`src/rtl/cnn_mac_pipe_if.sv`:
```
// Operand beat stream into the conv-layer MAC and the per-window result back out.
// The producer uses master; the MAC itself uses slave.
interface cnn_mac_pipe_if #(
  parameter int A_W   = 9,
  parameter int B_W   = 14,
  parameter int ACC_W = 32,
  parameter int OUT_W = 16
);
  logic                    in_valid;
  logic                    in_first;
  logic                    in_last;
  logic signed [A_W-1:0]   din0;
  logic signed [B_W-1:0]   din1;
  logic                    out_valid;
  logic signed [OUT_W-1:0] dout;
  logic signed [ACC_W-1:0] acc_dout;
  logic                    sat_flag;

  modport master (
    output in_valid, in_first, in_last, din0, din1,
    input  out_valid, dout, acc_dout, sat_flag
  );

  modport slave (
    input  in_valid, in_first, in_last, din0, din1,
    output out_valid, dout, acc_dout, sat_flag
  );
endinterface

```
`src/rtl/cnn_mac_pipe.sv`:
```
// Pipelined signed MAC: input regs, MUL_STAGES product regs, windowed accumulator,
// then round-half-up shift and saturation into a one-cycle result pulse.
module cnn_mac_pipe #(
  parameter int A_W        = 9,
  parameter int B_W        = 14,
  parameter int ACC_W      = 32,
  parameter int OUT_W      = 16,
  parameter int SHIFT      = 8,
  parameter int MUL_STAGES = 2
) (
  input logic           ap_clk,
  input logic           ap_rst,
  input logic           ce,
  cnn_mac_pipe_if.slave bus
);
  localparam int P_W = A_W + B_W;

  localparam logic signed [ACC_W:0] OUT_MAX = {{(ACC_W + 2 - OUT_W){1'b0}}, {(OUT_W - 1){1'b1}}};
  localparam logic signed [ACC_W:0] OUT_MIN = {{(ACC_W + 2 - OUT_W){1'b1}}, {(OUT_W - 1){1'b0}}};

  logic signed [A_W-1:0] a_q;
  logic signed [B_W-1:0] b_q;
  logic                  in_v_q, in_f_q, in_l_q;

  always_ff @(posedge ap_clk) begin
    if (ap_rst) begin
      a_q    <= '0;
      b_q    <= '0;
      in_v_q <= 1'b0;
      in_f_q <= 1'b0;
      in_l_q <= 1'b0;
    end else if (ce) begin
      a_q    <= bus.din0;
      b_q    <= bus.din1;
      in_v_q <= bus.in_valid;
      in_f_q <= bus.in_valid & bus.in_first;
      in_l_q <= bus.in_valid & bus.in_last;
    end
  end

  logic signed [P_W-1:0] prod_d;
  assign prod_d = a_q * b_q;

  // Product register chain; window tags ride alongside each product.
  for (genvar gi = 0; gi < MUL_STAGES; gi++) begin : g_mul
    logic signed [P_W-1:0] p_d, p_q;
    logic                  v_d, f_d, l_d;
    logic                  v_q, f_q, l_q;

    if (gi == 0) begin : g_src
      assign p_d = prod_d;
      assign v_d = in_v_q;
      assign f_d = in_f_q;
      assign l_d = in_l_q;
    end else begin : g_src
      assign p_d = g_mul[gi-1].p_q;
      assign v_d = g_mul[gi-1].v_q;
      assign f_d = g_mul[gi-1].f_q;
      assign l_d = g_mul[gi-1].l_q;
    end

    always_ff @(posedge ap_clk) begin
      if (ap_rst) begin
        p_q <= '0;
        v_q <= 1'b0;
        f_q <= 1'b0;
        l_q <= 1'b0;
      end else if (ce) begin
        p_q <= p_d;
        v_q <= v_d;
        f_q <= f_d;
        l_q <= l_d;
      end
    end
  end

  logic signed [P_W-1:0]   mul_p;
  logic                    mul_v, mul_f, mul_l;
  logic signed [ACC_W-1:0] prod_ext, acc_d, acc_q;
  logic                    acc_l_q;

  assign mul_p    = g_mul[MUL_STAGES-1].p_q;
  assign mul_v    = g_mul[MUL_STAGES-1].v_q;
  assign mul_f    = g_mul[MUL_STAGES-1].f_q;
  assign mul_l    = g_mul[MUL_STAGES-1].l_q;
  assign prod_ext = ACC_W'(mul_p);
  assign acc_d    = mul_f ? prod_ext : acc_q + prod_ext;

  // Accumulator wraps on overflow; only the output stage saturates.
  always_ff @(posedge ap_clk) begin
    if (ap_rst) begin
      acc_q   <= '0;
      acc_l_q <= 1'b0;
    end else if (ce) begin
      if (mul_v) begin
        acc_q <= acc_d;
      end
      acc_l_q <= mul_v & mul_l;
    end
  end

  logic signed [ACC_W:0] acc_x, r_d;
  assign acc_x = (ACC_W + 1)'(acc_q);

  if (SHIFT > 0) begin : g_round
    localparam logic signed [ACC_W:0] HALF = (ACC_W + 1)'(1) << (SHIFT - 1);
    assign r_d = (acc_x + HALF) >>> SHIFT;
  end else begin : g_noround
    assign r_d = acc_x;
  end

  logic [OUT_W-1:0] dout_d;
  logic             sat_d;

  always_comb begin
    dout_d = r_d[OUT_W-1:0];
    sat_d  = 1'b0;
    if (r_d > OUT_MAX) begin
      dout_d = OUT_MAX[OUT_W-1:0];
      sat_d  = 1'b1;
    end else if (r_d < OUT_MIN) begin
      dout_d = OUT_MIN[OUT_W-1:0];
      sat_d  = 1'b1;
    end
  end

  logic                    out_valid_q;
  logic signed [OUT_W-1:0] dout_q;
  logic signed [ACC_W-1:0] acc_dout_q;
  logic                    sat_q;

  always_ff @(posedge ap_clk) begin
    if (ap_rst) begin
      out_valid_q <= 1'b0;
      dout_q      <= '0;
      acc_dout_q  <= '0;
      sat_q       <= 1'b0;
    end else if (ce) begin
      out_valid_q <= acc_l_q;
      if (acc_l_q) begin
        dout_q     <= dout_d;
        acc_dout_q <= acc_q;
        sat_q      <= sat_d;
      end
    end
  end

  assign bus.out_valid = out_valid_q;
  assign bus.dout      = dout_q;
  assign bus.acc_dout  = acc_dout_q;
  assign bus.sat_flag  = sat_q;
endmodule

```
`src/flat_wrapper.sv`:
```
// flat-port wrapper written by rule: the top's interface ports become plain ports
module cnn_mac_pipe_flat 
#(
  parameter int A_W        = 9,
  parameter int B_W        = 14,
  parameter int ACC_W      = 32,
  parameter int OUT_W      = 16,
  parameter int SHIFT      = 8,
  parameter int MUL_STAGES = 2
)
  (ap_clk, ap_rst, ce, bus_in_valid, bus_in_first, bus_in_last, bus_din0, bus_din1, bus_out_valid, bus_dout, bus_acc_dout, bus_sat_flag);
  cnn_mac_pipe_if #(.A_W(A_W), .B_W(B_W), .ACC_W(ACC_W), .OUT_W(OUT_W)) bus_i ();
  input logic ap_clk;
  input logic ap_rst;
  input logic ce;
  input wire logic [$bits(bus_i.in_valid)-1:0] bus_in_valid;
  input wire logic [$bits(bus_i.in_first)-1:0] bus_in_first;
  input wire logic [$bits(bus_i.in_last)-1:0] bus_in_last;
  input wire logic [$bits(bus_i.din0)-1:0] bus_din0;
  input wire logic [$bits(bus_i.din1)-1:0] bus_din1;
  output wire logic [$bits(bus_i.out_valid)-1:0] bus_out_valid;
  output wire logic [$bits(bus_i.dout)-1:0] bus_dout;
  output wire logic [$bits(bus_i.acc_dout)-1:0] bus_acc_dout;
  output wire logic [$bits(bus_i.sat_flag)-1:0] bus_sat_flag;
  assign bus_i.in_valid = bus_in_valid;
  assign bus_i.in_first = bus_in_first;
  assign bus_i.in_last = bus_in_last;
  assign bus_i.din0 = bus_din0;
  assign bus_i.din1 = bus_din1;
  assign bus_out_valid = bus_i.out_valid;
  assign bus_dout = bus_i.dout;
  assign bus_acc_dout = bus_i.acc_dout;
  assign bus_sat_flag = bus_i.sat_flag;
  cnn_mac_pipe #(.A_W(A_W), .B_W(B_W), .ACC_W(ACC_W), .OUT_W(OUT_W), .SHIFT(SHIFT), .MUL_STAGES(MUL_STAGES)) u_core (.ap_clk(ap_clk), .ap_rst(ap_rst), .ce(ce), .bus(bus_i));
endmodule
```
`config.mk`:
```
export PLATFORM = sky130hd
export DESIGN_NAME = cnn_mac_pipe_flat
export DESIGN_NICKNAME = d
export VERILOG_FILES = /design/src/rtl/cnn_mac_pipe_if.sv /design/src/rtl/cnn_mac_pipe.sv /design/src/flat_wrapper.sv
export SDC_FILE = /design/constraint.sdc
export NUM_CORES = 1
export LEC_CHECK = 0
export ABC_CLOCK_PERIOD_IN_PS = 6850
export BUFFER_PORTS_ARGS = -buffer_cell sky130_fd_sc_hd__buf_2
export CORE_MARGIN = 2
export CORE_UTILIZATION = 60
export CTS_BUF_LIST = sky130_fd_sc_hd__clkbuf_2
export CTS_CLUSTER_SIZE = 28
export DETAILED_ROUTE_END_ITERATION = 10
export GPL_TIMING_DRIVEN = 0
export PLACE_DENSITY_LB_ADDON = 0.3
export SYNTH_ARGS = -nofsm -noshare
export SYNTH_HDL_FRONTEND = slang
export SYNTH_SLANG_ARGS = --single-unit
```
`constraint.sdc`:
```
create_clock -name ap_clk -period 6.85 [get_ports ap_clk]
set_clock_uncertainty 0.2 [all_clocks]
set_input_delay 1.37 -clock ap_clk [delete_from_list [all_inputs] [get_ports ap_clk]]
set_output_delay 1.37 -clock ap_clk [all_outputs]
set_load 0.1 [all_outputs]
```
* Word level (Yosys, flattened, before mapping)
Cells that the tools add are included.
** Word-level totals
- Register bits :: 161
- Input port bits :: 29
- Output and inout port bits :: 50
- Word-level logic and storage cells :: 34
** Operators by class
- Add/sub/neg operators :: 2
- $mul :: 1
- Magnitude comparators :: 2
- Muxes and demuxes :: 5
- Bitwise logic cells :: 3
- Reduce and logical (&&, ||, !) cells :: 2
** Operators by type and width (number)
- $add 32x9->33 const B :: 1
- $add 32x23->32 :: 1
- $mux 16 :: 2
- $mux 32 :: 1
- $gt 25x16->1 const B :: 1
- $lt 25x16->1 const B :: 1
- $mul 9x14->23 :: 1
- $reduce_and 2->1 :: 2
- $and 1x1->1 :: 3
- $mux 1 :: 2

* Depth between registers and ports, before layout
Gate-level depths: netlist of run 1.
- Depth in word-level cells :: 4
- Gate-level depth with buffers :: 21
- Depth with buffers taken out :: 20

* Worst setup path after synthesis of run 1
OpenSTA, ideal clock, no wires.
- Path kind :: register -> register
- From :: reg u_core.a_q[2]
- To :: reg u_core.g_mul[0].p_q[21]
- Library setup time :: 127 ps
- Data arrival time :: 5246 ps
- Required time :: 6523 ps
- Setup slack :: 1277 ps
- Stages on the path, launching flop included :: 22
- Buffers on the path :: 1
- Period minus slack after synthesis :: 5573 ps
- Cells stage by stage :: dfxtp_1 -> clkbuf_1 -> nand2_1 -> fa_1 -> inv_1 -> fa_1 -> ha_1 -> inv_1 -> fa_1 -> inv_1 -> ha_1 -> ha_1 -> fa_1 -> a21oi_1 -> o2111ai_1 -> a21o_1 -> a21oi_1 -> o21bai_1 -> a21oi_1 -> o21ai_1 -> nor4bb_1 -> or3_1
** Between the ends
- Longest elaborated chain between the ends :: 1
** Ends and longest elaborated chain
- from (decl) :: line cnn_mac_pipe.sv:21 : logic signed [A_W-1:0] a_q;
- from (signal assigned) :: line cnn_mac_pipe.sv:33 : a_q <= bus.din0;
- $mul 9x14->23 :: line cnn_mac_pipe.sv:42 : assign prod_d = a_q * b_q;
- to (signal assigned) :: line cnn_mac_pipe.sv:69 : p_q <= p_d;
- to (decl) :: line cnn_mac_pipe.sv:46 : logic signed [P_W-1:0] p_d, p_q;
No other way between the ends.
A chain may end at the register's enable or synchronous reset.

* Worst setup path after layout of run 1
- From :: reg u_core.a_q[1]
- To :: reg u_core.g_mul[0].p_q[21]
The elaborated chain is that of the path after synthesis.

==> results of run 1 <==
worst max-delay path: cells and delay by family, from the launching register on:
family,cells,cell delay [ns]
and+or+nand+nor,3,0.67
DFF,1,0.58
adders and majority gates,7,2.75
AOI/OAI and AO/OA,7,1.48
buffers and inverters,4,0.61
where the power goes:
group / internal, mW / total, mW / leakage, nW / switching (mW)
Sequential: 0.971 / 0.998 / 1.31 / 0.0272
Combinational: 0.166 / 0.407 / 4.82 / 0.241
Clock: 0.151 / 0.568 / 0.144 / 0.416
Total: 1.29 / 1.97 / 6.27 / 0.685
layout make-up:
class	count	area [µm²]
multi-input combinational	1091	8468
buffer	89	360.3
inverter	105	394.1
clock buffer	17	85.08
timing repair buffer	77	385.4
clock inverter	15	171.4
sequential	161	3223
fill	1750	6872
tap	270	337.8
antenna	1	2.502
worst paths after layout:
| check | start | slack, ns | cells past startpoint | end |
|---|---|---|---|---|
| min | u_core.bus.acc_dout[28]$_SDFFE_PP0P_ | 0.27 | 2 | u_core.bus.acc_dout[28]$_SDFFE_PP0P_ |
| max reg2reg | u_core.a_q[1]$_SDFFE_PP0P_ | 0.49 | 21 | u_core.g_mul[0].p_q[21]$_SDFFE_PP0P_ |
| max | u_core.a_q[1]$_SDFFE_PP0P_ | 0.49 | 21 | u_core.g_mul[0].p_q[21]$_SDFFE_PP0P_ |
| min reg2reg | u_core.bus.acc_dout[28]$_SDFFE_PP0P_ | 0.27 | 2 | u_core.bus.acc_dout[28]$_SDFFE_PP0P_ |
registers in the layout (all words and copies together) (netlist names):
register	flops
u_core.bus.acc_dout	32
u_core.bus.out_valid	1
u_core.acc_l_q	1
u_core.g_mul.l_d	1
u_core.a_q	9
u_core.g_mul.f_q	2
u_core.g_mul.v_q	2
u_core.b_q	14
u_core.bus.sat_flag	1
u_core.g_mul.l_q	2
u_core.acc_q	32
u_core.g_mul.p_q	46
u_core.bus.dout	16
u_core.g_mul.v_d	1
u_core.g_mul.f_d	1
logic make-up after synthesis:
kind of cell / after synthesis / synth area share [%]
compound gates: 263 / 13.53
simple gates: 509 / 19.29
buf+inv: 194 / 6.053
xor+xnor: 58 / 4.082
flops: 161 / 25.90
mux: 75 / 6.043
fa+ha+maj: 186 / 25.10
layer usage:
| layer | vias to the layer above | global-route usage [%] | wire length (µm) |
|---|---|---|---|
| li1 | 5031 | - | - |
| met1 | 5114 | 41.05 | 14010 |
| met2 | 364 | 46.09 | 13880 |
| met3 | 52 | 5.895 | 2170 |
| met4 | 0 | 7.095 | 476 |
| met5 | - | 0 | 0 |
Yosys cell counts, types with 4 or more instances:
cell,instances,area share (%)
o21a_1,5,0.30
buf_1,11,0.33
nand3b_1,4,0.24
nor3_1,27,1.1
and2_1,63,3.2
nand2_1,165,5.0
o21ai_0,51,2.1
nand3_1,29,1.2
and3_1,6,0.30
nand4_1,5,0.25
o211ai_1,22,1.3
nand2b_1,14,0.70
ha_1,80,8.0
a31oi_1,5,0.25
xor2_1,24,1.7
a211o_1,4,0.28
o21ai_1,10,0.40
o211a_1,5,0.40
dfxtp_1,161,26
xnor2_1,34,2.4
inv_1,105,3.2
a21o_1,20,1.2
nor2_1,161,4.9
a211oi_1,16,0.97
mux2i_1,74,6.0
a21oi_1,91,3.7
clkbuf_1,72,2.2
o21bai_1,7,0.42
nor2b_1,6,0.30
fa_1,106,17
through the flow:
| stage | power [mW] | std cells | hold slack (ns) |
|---|---|---|---|
| floorplan | 1.316 | 1446 | 0.2458 |
| global placement | 1.405 | 1793 | 0.2395 |
| detailed placement | 1.418 | 1793 | 0.2437 |
| CTS | 1.980 | 1825 | 0.2715 |
| global route | 2.081 | 1826 | 0.2992 |
| finish | 1.973 | 1826 | 0.2714 |
==> results by group, run 1 <==
Outcome
  – Outcome: finished clean

Critical path
  – Critical Path Max Stage Delay: 0.58 ns
  – Crit path kind: flip-flop to flip-flop
  – Crit. End Element: flip-flop
  – Required time worst endpoint: 7.41 ns
  – Worst path arrival time: 6.92 ns
  – Startpoint type of the worst setup path: flip-flop
  – Crit path top cell by count: fa_1
  – Crit path cell chain: clkbuf_1 > nand2_1 > fa_1 > inv_1 > fa_1 > ha_1 > inv_1 > fa_1 > inv_1 > ha_1 > ha_1 > fa_1 > a21oi_1 > o2111ai_1 > a21o_1 > a21oi_1 > o21bai_1 > a21oi_1 > o21ai_1 > nor4bb_1 > or3_1
  – Largest fanout on the critical path: 10
  – Slowest cell on the critical path: dfxtp_1

Global routing
  – Total track usage: 29.06%
  – Overflow after GRT: 0
  – Initial antenna violation count: 1
  – Pin count of the biggest net entering global routing: 18
  – Global-route wire length before repair: 50970 µm
  – Vias in the first global route: 10140

STA
  – Final Slew Violations: 0
  – Min Tclk post-route: 6.359 ns
  – Setup TNS: 0 ns
  – Worst Tran Pin Value: 1.026 ns
  – Fin worst setup slack: 0.4913 ns
  – Final hold vios: 0
  – Max Clock Freq: 157.3 MHz
  – Slew HR: 31.61%
  – Final Setup Violations: 0
  – Crit share post-route: 92.83%
  – RSZ-0062 raised after global routing: no

Die
  – Die area: 21910 µm²
  – Num ports: 79
  – Die height: 148.0 µm
  – Die width: 148.0 µm
  – Standard-cell rows: 52
  – Initial Util: 61.30%
  – Core ar.: 20300 µm²

Cells and area
  – Final core occ: 66.15%
  – Fin area: 13430 µm²
  – Net count, final: 1757
  – Most common cell after layout, fill and taps aside: nand2_1
  – Most frequent cells in the layout: nand2_1 (165), nor2_1 (161), dfxtp_1 (161)
  – Synth-to-layout area growth: 7.903%
  – Fraction of layout cells with a size suffix above 1: 8.617%

Synthesis
  – Synth Cell Area: 12440 µm²
  – Synth Area per Inst: 8.606 µm²
  – Synth cell types: 73
  – Sequential area share after synthesis: 25.90%
  – Cells after Synth: 1446
  – Synth warn: 0
  – Post-Syn Nets: 1661
  – FFs w/ async S/R, synth: 0%
  – Top_reg_cell synth: dfxtp_1
  – Register bit total from synthesis: 161
  – Post-synth EDFFs: 0

Clocking
  – Hold buffers post-CTS: 0
  – CTS sink cnt: 161
  – Worst-path clk slew: 0.28 ns
  – Max Buffers Root-to-Sink: 2
  – CTS tree: done
  – Setup bufs post-CTS: 0
  – # H-tree levels: 4
  – # resized after CTS: 0
  – Latest clock arrival within the worst-skew pair: 0.84 ns
  – Root buffer cell: clkbuf_2
  – TritonCTS buffer count: 17

Drt
  – Starting DRT DRC Count: 917
  – DR pass1 iterations: 5
  – Wire length per cell: 16.72 µm
  – Drt drc: 0
  – Vias per cell: 5.784
  – Routed Antenna Nets: 0
  – Routed wire length: 30540 µm
  – Via count: 10560

Power and ir drop
  – Worst vdd ir: 103.5 µV
  – P_leak: 6.265 nW
  – Pwr dens: 146.9 nW/µm²

Placement
  – Post-place setup slack: 0.5263 ns
  – GP Congestion: 0.9551
  – Buffers on Ports: 77
  – Cell Area, Placed: 13170 µm²
  – DPL Wire Length: 23580 µm

Job
  – Max-Cap Viols: 0

Hold path
  – Worst hold-check path type: flip-flop to flip-flop
Note: power is estimated with default switching activity, not from simulation.
==> run 2: changes to the inputs <==
==> constraint.sdc (replaced) <==
create_clock -name ap_clk -period 6.85 [get_ports ap_clk]
set_clock_uncertainty 0.2 [all_clocks]
set_input_delay 0.3425 -clock ap_clk [delete_from_list [all_inputs] [get_ports ap_clk]]
set_output_delay 0.3425 -clock ap_clk [all_outputs]
set_load 0.1 [all_outputs]
==> results by group, run 2 (synthesis gave the netlist of run 1 again) <==
Power and ir drop
  – Worst vdd ir: 106.5 µV (+2.9%)
  – Sw frac: 34.78% (+0.056 points)
  – Psw: 0.6925 mW (+1.1%)
  – Cell-internal power: 1.298 mW (+0.84%)
  – Flop pwr share: 50.1% (-0.5 points)
  – Pwr dens: 145.1 nW/µm² (-1.2%)
  – P_leak: 6.382 nW (+1.9%)
  – Power share of the combinational group: 21.2% (+0.6 points)
  – Clock share of power: 28.7% (about the same)
  – Final Power: 1.991 mW (+0.93%)

Die
  – Die height: 148.0 µm (unchanged)
  – Initial Util: 61.30% (unchanged)
  – Standard-cell rows: 52 (unchanged)
  – Die width: 148.0 µm (unchanged)
  – Core ar.: 20300 µm² (unchanged)
  – Num ports: 79 (unchanged)
  – Die area: 21910 µm² (unchanged)

Drt
  – Via count: 10760 (+1.8%)
  – Met2 wire len: 14320 µm (+3.2%)
  – Routed Antenna Nets: 0 (unchanged)
  – Top Layer Used: met4
  – Met1 WL: 13890 µm (-0.86%)
  – Met3 WL: 2464 µm (+14%)
  – Wire length per cell: 16.86 µm (+0.81%)
  – Routed wire length: 31270 µm (+2.4%)
  – Vias per cell: 5.798 (+0.24%)
  – DR pass1 iterations: 5 (unchanged)
  – Starting DRT DRC Count: 858 (-6.4%)
  – Drt drc: 0 (unchanged)

STA
  – Slew HR: 31.67% (+0.055 points)
  – Final hold vios: 0 (unchanged)
  – Min Tclk post-route: 6.377 ns (+0.01850 ns)
  – Fin worst setup slack: 0.4728 ns (-0.01850 ns)
  – Max Clock Freq: 156.8 MHz (-0.29%)
  – RSZ-0062 raised after global routing: no
  – Final Setup Violations: 0 (unchanged)
  – Setup TNS: 0 ns (unchanged)
  – Worst Tran Pin Value: 1.025 ns (-0.0008295 ns)
  – Worst hold margin: 0.02618 ns (-0.2452 ns)
  – Crit share post-route: 93.10% (+0.27 points)
  – Final Slew Violations: 0 (unchanged)

Cells and area
  – Max reg flops: 46 (unchanged)
  – Fraction of layout cells with a size suffix above 1: 8.460% (-0.16 points)
  – Most common cell after layout, fill and taps aside: nand2_1
  – Reg with most FFs: u_core.g_mul.p_q
  – Net count, final: 1786 (+1.7%)
  – Final core occ: 67.58% (+1.4 points)
  – Most frequent cells in the layout: nand2_1 (165), nor2_1 (161), dfxtp_1 (161)
  – Synth-to-layout area growth: 10.24%

Critical path
  – Critical Path Max Stage Delay: 0.57 ns (about the same)
  – Slowest cell on the critical path: dfxtp_1
  – Required time worst endpoint: 7.42 ns (about the same)
  – Largest fanout on the critical path: 10 (unchanged)
  – Crit-path leading delay family: adder cells
  – Crit path kind: flip-flop to flip-flop
  – CP bufs+invs: 4 (unchanged)
  – Crit. End Element: flip-flop
  – Startpoint type of the worst setup path: flip-flop
  – Worst path arrival time: 6.95 ns (+0.03 ns)
  – Crit path top cell by count: fa_1
  – Crit path cell chain: clkbuf_1 > nand2_1 > fa_1 > inv_1 > fa_1 > ha_1 > inv_1 > fa_1 > inv_1 > ha_1 > ha_1 > fa_1 > a21oi_1 > o2111ai_1 > a21o_1 > a21oi_1 > o21bai_1 > a21oi_1 > o21ai_1 > nor4bb_1 > or3_1

Hold path
  – Worst hold-check path type: primary input to flip-flop

Clocking
  – # H-tree levels: 4 (unchanged)
  – Max Buffers Root-to-Sink: 2 (unchanged)
  – Worst-path clk slew: 0.29 ns (about the same)
  – TritonCTS buffer count: 17 (unchanged)
  – Root buffer cell: clkbuf_2
  – CTS sink cnt: 161 (unchanged)
  – CTS tree: done
  – Setup bufs post-CTS: 0 (unchanged)
  – Latest clock arrival within the worst-skew pair: 0.86 ns (+0.02 ns)

Placement
  – Buffers on Ports: 77 (unchanged)
  – GP Congestion: 0.9551 (unchanged)
  – Post-place setup slack: 0.5263 ns (unchanged)
  – DPL Wire Length: 23580 µm (unchanged)

Global routing
  – Vias in the first global route: 10260 (+1.2%)
  – Overflow after GRT: 0 (unchanged)
  – Total track usage: 29.55% (+0.49 points)
  – Global-route wire length before repair: 51650 µm (+1.3%)
  – Pin count of the biggest net entering global routing: 18 (unchanged)
  – Initial antenna violation count: 1 (unchanged)

Job
  – Max-Cap Viols: 0 (unchanged)

Outcome
  – Outcome: finished clean
## run 2: cell types whose count changed in the layout (fill, tap and decap cells not counted)
cell           change
dlygate4sd3_1     +29
## run 2: final timing paths
check,from,end,slack [ns],cells past startpoint
setup reg to reg,u_core.a_q[1]$_SDFFE_PP0P_,u_core.g_mul[0].p_q[21]$_SDFFE_PP0P_,0.47,21
hold / removal,bus_din1[11],u_core.b_q[11]$_SDFFE_PP0P_,0.03,4
hold reg to reg,u_core.bus.acc_dout[28]$_SDFFE_PP0P_,u_core.bus.acc_dout[28]$_SDFFE_PP0P_,0.27,2
setup / recovery,u_core.a_q[1]$_SDFFE_PP0P_,u_core.g_mul[0].p_q[21]$_SDFFE_PP0P_,0.47,21
## run 2: metrics by stage
step                      cells  area, µm²
final                      1855      13720
after floorplan            1446      12440
after global routing       1855      13720
after CTS                  1854      13710
after detailed placement   1793      13170
after global placement     1793      13170
## run 2: power by group through the flow
stage	registers, mW	logic [mW]	clock network (mW)
6_report	0.998	0.422	0.571
4_1_cts	0.997	0.421	0.574
3_5_place_dp	1.01	0.404	0
2_1_floorplan	1.00	0.314	0
3_3_place_gp	1.01	0.391	0
5_1_grt	1.00	0.481	0.612
## run 2: what timing repair did
item / in CTS / in global routing
setup endpoints to repair: 0 / 1
gates resized for setup: 0 / 2
hold buffers: 29 / 0
endpoints found under the hold margin: 28 / 0
## run 2: worst min-delay path: cells and delay by family
family | cells | cell delay, ns
buf+inv | 2 | 0.60
mux | 1 | 0.05
simple gates | 1 | 0.07
## run 2: layer usage
layer  up-vias  track usage [%]
met4         0            7.429
met3        62            6.111
met1      5193            41.12
li1       5079                -
met2       421            47.38
met5         -                0
## run 2: final cells by class
type / count / area (µm²)
Inverter: 105 / 394.1
Multi-Input combinational cell: 1091 / 8468
Antenna cell: 1 / 2.502
Tap cell: 270 / 337.8
Timing Repair Buffer: 106 / 675.6
Buffer: 89 / 360.3
Clock buffer: 17 / 85.08
Fill cell: 1715 / 6581
Clock inverter: 15 / 171.4
Sequential cell: 161 / 3223
